[src/rtl/fetch_queue_pkg.sv]
// Shared definitions for the fetch queue: fetch FSM state encodings,
// the misaligned-fetch exception cause and the sequential fetch step.
package fetch_queue_pkg;

  typedef enum logic [1:0] {
    ST_IDLE  = 2'd0,
    ST_WAIT  = 2'd1,
    ST_DRAIN = 2'd2,
    ST_HALT  = 2'd3
  } fq_state_t;

  localparam int unsigned EX_MISALIGNED_FETCH = 1;
  localparam int unsigned INSTR_STEP          = 4;

  function automatic logic is_misaligned(input logic [1:0] lsb);
    return lsb != 2'b00;
  endfunction

endpackage

[src/rtl/fq_fifo.sv]
// Fetch queue storage: DEPTH-entry FIFO with wrapping pointers, fill level
// and a synchronous clear that may be combined with a push of a first entry.
module fq_fifo #(
  parameter int unsigned WIDTH = 8,
  parameter int unsigned DEPTH = 4,
  localparam int unsigned AW   = $clog2(DEPTH),
  localparam int unsigned LW   = AW + 1
) (
  input  logic             clk,
  input  logic             rst_n,
  input  logic             i_clr,
  input  logic             i_push,
  input  logic             i_pop,
  input  logic [WIDTH-1:0] i_wdata,
  output logic [WIDTH-1:0] o_rdata,
  output logic [LW-1:0]    o_level,
  output logic             o_empty
);

  logic [WIDTH-1:0] r_mem [DEPTH];
  logic [AW-1:0]    r_wptr;
  logic [AW-1:0]    r_rptr;
  logic [LW-1:0]    r_level;
  logic [AW-1:0]    w_waddr;

  // A clear restarts the write pointer at slot 0, so a push alongside it lands there.
  assign w_waddr = i_clr ? '0 : r_wptr;

  // Pointer and level update; clear discards any pop in the same cycle.
  always_ff @(posedge clk or negedge rst_n) begin
    if (!rst_n) begin
      r_wptr  <= '0;
      r_rptr  <= '0;
      r_level <= '0;
    end else if (i_clr) begin
      r_rptr  <= '0;
      r_wptr  <= i_push ? AW'(1) : '0;
      r_level <= i_push ? LW'(1) : '0;
    end else begin
      if (i_push) r_wptr <= r_wptr + AW'(1);
      if (i_pop)  r_rptr <= r_rptr + AW'(1);
      r_level <= r_level + LW'(i_push) - LW'(i_pop);
    end
  end

  // Entry storage, written on push.
  always_ff @(posedge clk) begin
    if (i_push) r_mem[w_waddr] <= i_wdata;
  end

  assign o_rdata = r_mem[r_rptr];
  assign o_level = r_level;
  assign o_empty = (r_level == '0);

endmodule

[src/rtl/fetch_queue.sv]
// Prefetching fetch queue between the IMem port and decode. Keeps at most one
// IMem request outstanding, buffers responses in fq_fifo and redirects on flush.
// Optional feature macro: FETCH_QUEUE_BYPASS_EN (empty-queue response bypass).
module fetch_queue
  import fetch_queue_pkg::*;
#(
  parameter int unsigned       ADDR_W   = 32,
  parameter int unsigned       INSTR_W  = 32,
  parameter int unsigned       DEPTH    = 4,
  parameter int unsigned       EX_W     = 4,
  parameter logic [ADDR_W-1:0] RESET_PC = '0
) (
  input  logic                   clk,
  input  logic                   reset,
  output logic [ADDR_W-1:0]      imem_rd_addr,
  output logic                   imem_rd_enable,
  input  logic [INSTR_W-1:0]     imem_rd_data,
  input  logic                   imem_rd_ready,
  output logic [INSTR_W-1:0]     instr,
  output logic [ADDR_W-1:0]      PC,
  output logic                   pipeline_valid,
  output logic [EX_W-1:0]        exception,
  output logic                   exception_valid,
  input  logic                   stall,
  input  logic                   flush,
  input  logic [ADDR_W-1:0]      flush_addr,
  output logic [$clog2(DEPTH):0] fill_level
);

  localparam int unsigned LW = $clog2(DEPTH) + 1;
  localparam int unsigned EW = ADDR_W + INSTR_W + EX_W + 1;

  fq_state_t          r_state, w_state_nxt;
  logic [ADDR_W-1:0]  r_pc, w_pc_nxt, r_req_addr;
  logic               r_run;
  logic [EW-1:0]      w_push_data, w_head;
  logic [LW-1:0]      w_level;
  logic               w_empty, w_pop, w_fifo_pop, w_fifo_push;
  logic               w_resp, w_misalign, w_room, w_req_idle, w_outstanding, w_bypass;
  logic [ADDR_W-1:0]  w_head_pc;
  logic [INSTR_W-1:0] w_head_instr;
  logic [EX_W-1:0]    w_head_ex;
  logic               w_head_exv;

  assign {w_head_pc, w_head_instr, w_head_ex, w_head_exv} = w_head;

  assign w_resp        = (r_state == ST_WAIT) && imem_rd_ready && !flush;
  assign w_misalign    = flush && is_misaligned(flush_addr[1:0]);
  assign w_pop         = pipeline_valid && !stall && !flush;
  assign w_room        = (w_level < LW'(DEPTH)) || w_pop;
  assign w_req_idle    = (r_state == ST_IDLE) && r_run && w_room && !flush;
  assign w_outstanding = ((r_state == ST_WAIT) || (r_state == ST_DRAIN)) && !imem_rd_ready;
  assign w_fifo_pop    = w_pop && !w_empty;

  assign w_push_data = w_misalign
    ? {flush_addr, {INSTR_W{1'b0}}, EX_W'(EX_MISALIGNED_FETCH), 1'b1}
    : {r_pc, imem_rd_data, {EX_W{1'b0}}, 1'b0};

`ifdef FETCH_QUEUE_BYPASS_EN
  // A response arriving at an empty queue is shown directly; it is stored only if decode stalls.
  assign w_bypass    = w_resp && w_empty;
  assign w_fifo_push = w_misalign || (w_resp && (!w_bypass || stall));
`else
  assign w_bypass    = 1'b0;
  assign w_fifo_push = w_misalign || w_resp;
`endif

  // The request stays high through DRAIN with the original address so the IMem handshake completes.
  assign imem_rd_enable = w_req_idle || (r_state == ST_WAIT) || (r_state == ST_DRAIN);
  assign imem_rd_addr   = ((r_state == ST_WAIT) || (r_state == ST_DRAIN)) ? r_req_addr : r_pc;
  assign fill_level     = w_level;

  fq_fifo #(
    .WIDTH (EW),
    .DEPTH (DEPTH)
  ) u_fifo (
    .clk     (clk),
    .rst_n   (reset),
    .i_clr   (flush),
    .i_push  (w_fifo_push),
    .i_pop   (w_fifo_pop),
    .i_wdata (w_push_data),
    .o_rdata (w_head),
    .o_level (w_level),
    .o_empty (w_empty)
  );

  // Head presentation; fields read as zero whenever nothing valid is shown.
  always_comb begin
    pipeline_valid  = !w_empty;
    instr           = w_head_instr;
    PC              = w_head_pc;
    exception       = w_head_ex;
    exception_valid = w_head_exv;
    if (w_bypass) begin
      pipeline_valid  = 1'b1;
      instr           = imem_rd_data;
      PC              = r_pc;
      exception       = '0;
      exception_valid = 1'b0;
    end
    if (!pipeline_valid) begin
      instr           = '0;
      PC              = '0;
      exception       = '0;
      exception_valid = 1'b0;
    end
  end

  // Fetch FSM next state and fetch PC; flush takes priority over every other event.
  always_comb begin
    w_state_nxt = r_state;
    w_pc_nxt    = r_pc;
    if (flush) begin
      w_pc_nxt = flush_addr;
      if (w_misalign)         w_state_nxt = ST_HALT;
      else if (w_outstanding) w_state_nxt = ST_DRAIN;
      else                    w_state_nxt = ST_IDLE;
    end else begin
      unique case (r_state)
        ST_IDLE:  if (w_req_idle) w_state_nxt = ST_WAIT;
        ST_WAIT:  if (imem_rd_ready) begin
                    w_pc_nxt    = r_pc + ADDR_W'(INSTR_STEP);
                    w_state_nxt = ST_IDLE;
                  end
        ST_DRAIN: if (imem_rd_ready) w_state_nxt = ST_IDLE;
        ST_HALT:  w_state_nxt = ST_HALT;
        default:  w_state_nxt = ST_IDLE;
      endcase
    end
  end

  // State, fetch PC, issued request address and post-reset run enable.
  always_ff @(posedge clk or negedge reset) begin
    if (!reset) begin
      r_state    <= ST_IDLE;
      r_pc       <= RESET_PC;
      r_req_addr <= RESET_PC;
      r_run      <= 1'b0;
    end else begin
      r_state <= w_state_nxt;
      r_pc    <= w_pc_nxt;
      r_run   <= 1'b1;
      if (w_req_idle) r_req_addr <= r_pc;
    end
  end

endmodule
[config.mk]
export PLATFORM = sky130hd
export DESIGN_NAME = fetch_queue
export DESIGN_NICKNAME = d
export VERILOG_FILES = /design/src/rtl/fetch_queue_pkg.sv /design/src/rtl/fq_fifo.sv /design/src/rtl/fetch_queue.sv
export SDC_FILE = /design/constraint.sdc
export NUM_CORES = 1
export LEC_CHECK = 0
export CAP_MARGIN = 40
export CELL_PAD_IN_SITES_DETAIL_PLACEMENT = 1
export CELL_PAD_IN_SITES_GLOBAL_PLACEMENT = 2
export CORE_MARGIN = 2
export CORE_UTILIZATION = 43
export DETAILED_ROUTE_END_ITERATION = 12
export HOLD_SLACK_MARGIN = 0.08
export PLACE_DENSITY = 0.92
export SLEW_MARGIN = 20
export SYNTH_ARGS = -nofsm -noshare
export SYNTH_HDL_FRONTEND = slang
export SYNTH_SLANG_ARGS = --single-unit
[constraint.sdc]
create_clock -name clk -period 16.99 [get_ports clk]
set_input_delay 2.5485 -clock clk [delete_from_list [all_inputs] [get_ports clk]]
set_output_delay 2.5485 -clock clk [all_outputs]
set_load 0.05 [all_outputs]
==> flow_metrics.env, run 1 <==
export IMPL_path_depth=7
export IMPL_netlist_area_um2=14400
export IMPL_root_buffer="clkbuf_16"
export IMPL_yosys_warnings=0
export IMPL_ff2ff_path_depth=12
export IMPL_holdBufCountCts=0
export IMPL_tightest_slew_ns=0.708
export IMPL_layout_nets=1191
export IMPL_grt_ovfl_total=0
export IMPL_start_kind="input port"
export IMPL_numCtsBuffers=36
export IMPL_setup_violations=0
export IMPL_core_area_um2=32700
export IMPL_p_leak_uw=0.00626
export IMPL_cts_sinks=334
export IMPL_fmax_ghz=0.135
export IMPL_fin_crit_ns=7.40
export IMPL_tns_ns=0
export IMPL_grt_pass1_vias=9118
export IMPL_layout_cells_most_common="edfxtp_1"
export IMPL_post_cts_buffers=0
export IMPL_initial_core_util_pct=44.0
export IMPL_grt_pass1_wl_mm=52.7
export IMPL_ant_nets=0
export IMPL_slew_limit_headroom_pct=52.4
export IMPL_cts_reportedPaths_clkPinSlew_ns=0.05
export IMPL_drc=0
export IMPL_avgSynthCellArea_um2=15.2
export IMPL_die_w_um=187
export IMPL_p_per_area_nw_per_um2=160
export IMPL_grt_usage_pct=19.4
export IMPL_yosysUniqueCellTypes=45
export IMPL_cts_max_path_buffers=3
export IMPL_grt_max_degree=61
export IMPL_cts_tree="done"
export IMPL_drt_iter0_markers=611
export IMPL_yosysTopAreaCellShare_pct=54.3
export IMPL_status="finished, final reports clean"
export IMPL_setup_ws_ns=9.59
export IMPL_required_ns=14.44
export IMPL_finalHoldViolations=0
export IMPL_io_buffers=171
export IMPL_die_area_um2=34900
export IMPL_vdd_drop_max_mv=0.139
export IMPL_hold_class="reg2reg"
export IMPL_synthesis_instances=946
export IMPL_critPathBufInv=5
export IMPL_via_per_inst=5.35
export IMPL_critPathMostFrequentCell="buf_4"
export IMPL_wire_per_inst_um=21.1
export IMPL_clock_skew_ns=0.0109
export IMPL_hpwlAfterDp_mm=21.5
export IMPL_synth_main_ff_cell="edfxtp_1"
export IMPL_ys_ff_latch=334
export IMPL_finalCritPeriodShare_pct=43.6
export IMPL_synth_area_leaders="edfxtp_1 (54%), dfrtp_1 (13%), mux4_2 (10%)"
export IMPL_vias=8465
export IMPL_num_io_pins=175
export IMPL_slowest_delay_ns=0.72
export IMPL_chipHeight_um=187
export IMPL_antenna_found_initial=0
export IMPL_cts_resized=0
export IMPL_dr_pass1_iters=7
export IMPL_cts_htree_levels=2
export IMPL_arrival_ns=4.85
export IMPL_synth_seq_area_share_pct=67.2
export IMPL_ys_async_sr_fraction_pct=22.2
export IMPL_yosysTopAreaCell="edfxtp_1"
export IMPL_wirelength_mm=33.3
export IMPL_cp_cell_sequence="buf_2 > buf_4 > clkinv_1 > nand4_1 > buf_4 > nand2_1 > clkdlybuf4s50_1"
export IMPL_fp_row_count=66
export IMPL_final_cell_mix="edfxtp_1 (260), clkdlybuf4s50_1 (169), nand2_1 (129)"
export IMPL_rsz0062_at_grt="false"
export IMPL_critPathKind="in2out"
export IMPL_place_gp_congestion=0.798
export IMPL_diodes=0
export IMPL_slowest_stage="clkdlybuf4s50_1"
export IMPL_place_ws_ns=9.56
export IMPL_cp_end_kind="primary output"
export IMPL_area_growth_pct=24.4
export IMPL_path_max_fanout=50
export IMPL_worstHoldPathCells=2
export IMPL_slew_violations=0
export IMPL_max_cap_violations=0
export IMPL_synth_edf_count=260
export IMPL_drive_gt1_share_pct=17.4
export IMPL_crit_family="buffers and inverters"
export IMPL_clk_insertion_delay_late_ns=0.51
## path summary, 6_finish.rpt
check	startpoint	end	slack (ns)
setup / recovery	flush	imem_rd_enable	9.59
hold / removal	r_req_addr[31]	r_req_addr[31]	0.48
setup reg to reg	r_state[1]	u_fifo.o_level[2]	14.16
hold reg to reg	r_req_addr[31]	r_req_addr[31]	0.48
max in group asynchronous	reset	u_fifo.r_rptr[0]	14.47
min in group asynchronous	reset	r_req_addr[7]	1.93
## routing by layer
layer	share of wire (%)	up-vias	GRT usage (%)
met1	46	4320	27.3
li1	-	3874	-
met5	0	-	0
met3	4.6	46	3.38
met2	47	225	31.5
met4	1.9	0	4.82
## worst reg2reg max path, stage by stage, from the launching register on
cell	delay (ns)
dfrtp_1	0.40
inv_1	0.08
ha_1	0.26
nand2_1	0.36
nor2_1	0.13
nor2_1	0.33
ha_1	0.30
inv_1	0.06
ha_1	0.13
inv_1	0.05
fa_1	0.38
xnor2_1	0.18
nor2_1	0.06
## layout make-up
cell class / instances / area [um^2]
fill: 3113 / 14800
tap: 442 / 553
inverter: 13 / 48.8
sequential: 334 / 9670
clock inverter: 22 / 183
clock buffer: 43 / 980
multi-input combinational: 540 / 4450
timing repair buffer: 189 / 2000
## kinds of logic after synthesis
family                     after synthesis  synth area share (%)
DFF                                    334                  67.2
and+or+nand+nor                        316                  11.2
muxes                                  120                  14.5
AOI/OAI and AO/OA                       75                  3.14
buffers and inverters                   74                  2.14
xor gates and xnor gates                17                  1.04
adders and majority gates                8                 0.749
other                                    2                0.0522
## power breakdown
group / total (uW) / switching (uW) / internal (uW) / leakage, uW
clock network: 763 / 307 / 456 / 0.000574
registers: 1030 / 56.9 / 977 / 0.00328
logic: 1060 / 659 / 396 / 0.00241
## sequential cells by signal, summed over array words and instances (netlist names)
| signal | count |
|---|---|
| r_state | 2 |
| u_fifo.o_level | 3 |
| u_fifo.r_rptr | 2 |
| r_run | 1 |
| r_pc | 32 |
| r_req_addr | 32 |
| u_fifo.r_wptr | 2 |
| u_fifo.r_mem | 260 |
## Yosys cell counts (all sizes together) (9+ instances only)
library cell,n
buf,19
and2,98
mux4,65
a31oi,15
dfrtp,74
mux2,54
inv,11
o21ai,39
nand2,129
edfxtp,260
nor2,28
xnor2,9
clkbuf,42
nand3,13
or4,9
## per-stage QoR
stage	total power, uW	cell area, um^2	instances	utilization [%]	hold slack, ns
final	2850	17900	1583	54.7	0.484
after global routing	2970	17900	1583	54.7	0.524
after CTS	2880	17900	1583	54.7	0.488
after detailed placement	2110	16700	1518	51.1	0.476
after global placement	2080	16500	1509	50.4	0.464
after floorplan	1760	14400	948	-	0.450
Power figures use the tool's default switching activity.
==> run 2: changes to the inputs <==
--- a/config.mk
+++ b/config.mk
@@ -9,10 +9,10 @@
 export CELL_PAD_IN_SITES_DETAIL_PLACEMENT = 1
 export CELL_PAD_IN_SITES_GLOBAL_PLACEMENT = 2
 export CORE_MARGIN = 2
-export CORE_UTILIZATION = 43
+export CORE_UTILIZATION = 40
 export DETAILED_ROUTE_END_ITERATION = 12
 export HOLD_SLACK_MARGIN = 0.08
-export PLACE_DENSITY = 0.92
+export PLACE_DENSITY = 0.87
 export SLEW_MARGIN = 20
 export SYNTH_ARGS = -nofsm -noshare
 export SYNTH_HDL_FRONTEND = slang
==> constraint.sdc (replaced) <==
create_clock -name clk -period 6.99 [get_ports clk]
set_input_delay 1.0485 -clock clk [delete_from_list [all_inputs] [get_ports clk]]
set_output_delay 1.0485 -clock clk [all_outputs]
set_load 0.05 [all_outputs]
==> run 2 against run 1 <==
Routed wire length increased by 0.55%. First-iteration DRC count decreased by 14%. Worst setup slack got worse by 7.0 ns. Combinational power increased by 140%. Sequential share of layout area decreased by 0.12 points. Core utilization decreased by 4.2 points. Sequential power increased by 140%. Via count decreased by 0.24%.
==> flow_metrics.env, run 2 (synthesis gave the netlist of run 1 again) <==
export IMPL_post_cts_buffers=0
export IMPL_place_ws_ns=2.59
export IMPL_finalCritPeriodShare_pct=62.6
export IMPL_largest_register_ffs=260
export IMPL_grt_ovfl_total=0
export IMPL_setup_violations=0
export IMPL_rrSetupSlack_ns=4.11
export IMPL_ant_nets=0
export IMPL_numCtsBuffers=36
export IMPL_holdBufCountCts=0
export IMPL_max_cap_violations=0
export IMPL_startpoint="flush"
export IMPL_finalHoldViolations=0
export IMPL_p_per_area_nw_per_um2=389
export IMPL_setup_ws_ns=2.61
export IMPL_clk_insertion_delay_late_ns=0.51
export IMPL_grt_usage_pct=18.0
export IMPL_wire_per_inst_um=20.9
export IMPL_via_per_inst=5.27
export IMPL_dr_pass1_iters=5
export IMPL_arrival_ns=3.33
export IMPL_critPathKind="in2out"
export IMPL_fin_crit_ns=4.38
export IMPL_initial_core_util_pct=40.5
export IMPL_drive_gt1_share_pct=17.5
export IMPL_rsz0062_at_grt="false"
export IMPL_clock_skew_ns=0.0122
export IMPL_cts_htree_levels=2
export IMPL_post_route_util_pct=50.5
export IMPL_die_area_um2=37500
export IMPL_cts_resized=0
export IMPL_cts_reportedPaths_clkPinSlew_ns=0.06
export IMPL_path_max_fanout=50
export IMPL_status="finished, final reports clean"
export IMPL_final_cell_mix="edfxtp_1 (260), clkdlybuf4s50_1 (169), nand2_1 (129)"
export IMPL_rr_startpoint="r_state[1]"
export IMPL_wirelength_mm=33.5
export IMPL_top_regs="u_fifo.r_mem (260), r_pc (32), r_req_addr (32)"
export IMPL_cts_max_path_buffers=3
export IMPL_ff2ff_path_depth=12
export IMPL_cts_sinks=334
export IMPL_core_area_um2=35500
export IMPL_required_ns=5.94
export IMPL_die_w_um=194
export IMPL_layout_nets=1191
export IMPL_grt_max_degree=60
export IMPL_fp_row_count=69
export IMPL_grt_pass1_vias=9049
export IMPL_io_buffers=171
export IMPL_cts_tree="done"
export IMPL_tns_ns=0
export IMPL_hold_class="in2async"
export IMPL_drt_iter0_markers=524
export IMPL_cp_end_kind="primary output"
export IMPL_place_gp_congestion=0.776
export IMPL_tightest_slew_ns=0.716
export IMPL_slew_limit_headroom_pct=51.9
export IMPL_p_leak_uw=0.00627
export IMPL_area_growth_pct=24.7
export IMPL_grt_pass1_wl_mm=53.0
export IMPL_root_buffer="clkbuf_16"
export IMPL_fmax_ghz=0.228
export IMPL_start_kind="input port"
export IMPL_chipHeight_um=194
export IMPL_num_io_pins=175
export IMPL_layout_cells_most_common="edfxtp_1"
export IMPL_vias=8445
export IMPL_top_register="u_fifo.r_mem"
export IMPL_hpwlAfterDp_mm=21.6
export IMPL_vdd_drop_max_mv=0.321
export IMPL_drc=0
export IMPL_diodes=0
export IMPL_slew_violations=0
export IMPL_antenna_found_initial=0
[run 2: cell types whose count changed in the layout (fill, tap and decap cells not counted), sizes merged]
cell	change
clkinv	-6
bufinv	+1
inv	+3
clkbuf	+1
[run 2: layer usage]
layer	share of wire (%)	global-route usage [%]	vias to the layer above	wire length, um
met4	1.6	4.16	0	548
met5	0	0	-	0
met3	4.1	2.79	36	1360
met1	47	26.1	4355	15700
li1	-	-	3868	-
met2	47	28.8	186	15900
[run 2: through the flow]
stage	instances	hold slack (ns)	area [um^2]	total power [uW]
2_1_floorplan	948	0.450	14400	4280
3_3_place_gp	1528	0.464	16500	5090
3_5_place_dp	1537	0.475	16800	5150
4_1_cts	1601	0.441	17900	7060
5_1_grt	1601	0.436	17900	7270
6_report	1601	0.439	17900	6970
[run 2: final cells by class]
class | instances | area (um^2)
multi-input combinational | 540 | 4460
timing repair buffer | 189 | 2000
clock inverter | 20 | 201
fill | 3446 | 17600
tap | 461 | 577
inverter | 13 | 48.8
sequential | 334 | 9670
clock buffer | 44 | 972
[run 2: final timing paths]
kind,to
worst max register to register,u_fifo.o_level[2]
worst max-delay path,imem_rd_enable
max in group asynchronous,r_pc[5]
worst min register to register,r_req_addr[0]
min in group clk,r_req_addr[0]
worst min-delay path,r_req_addr[28]
[run 2: power breakdown]
| group | internal, uW | total [uW] | leakage (uW) | switching (uW) |
|---|---|---|---|---|
| sequential | 2380 | 2510 | 0.00328 | 135 |
| clock | 1140 | 1890 | 0.000578 | 753 |
| combinational | 964 | 2560 | 0.00241 | 1600 |
[run 2: worst max-delay path: stages]
cell and delay (ns):
buf_2 0.07, buf_4 0.44, clkinv_1 0.37, nand4_1 0.15, buf_4 0.41, nand2_1 0.09
clkdlybuf4s50_1 0.72
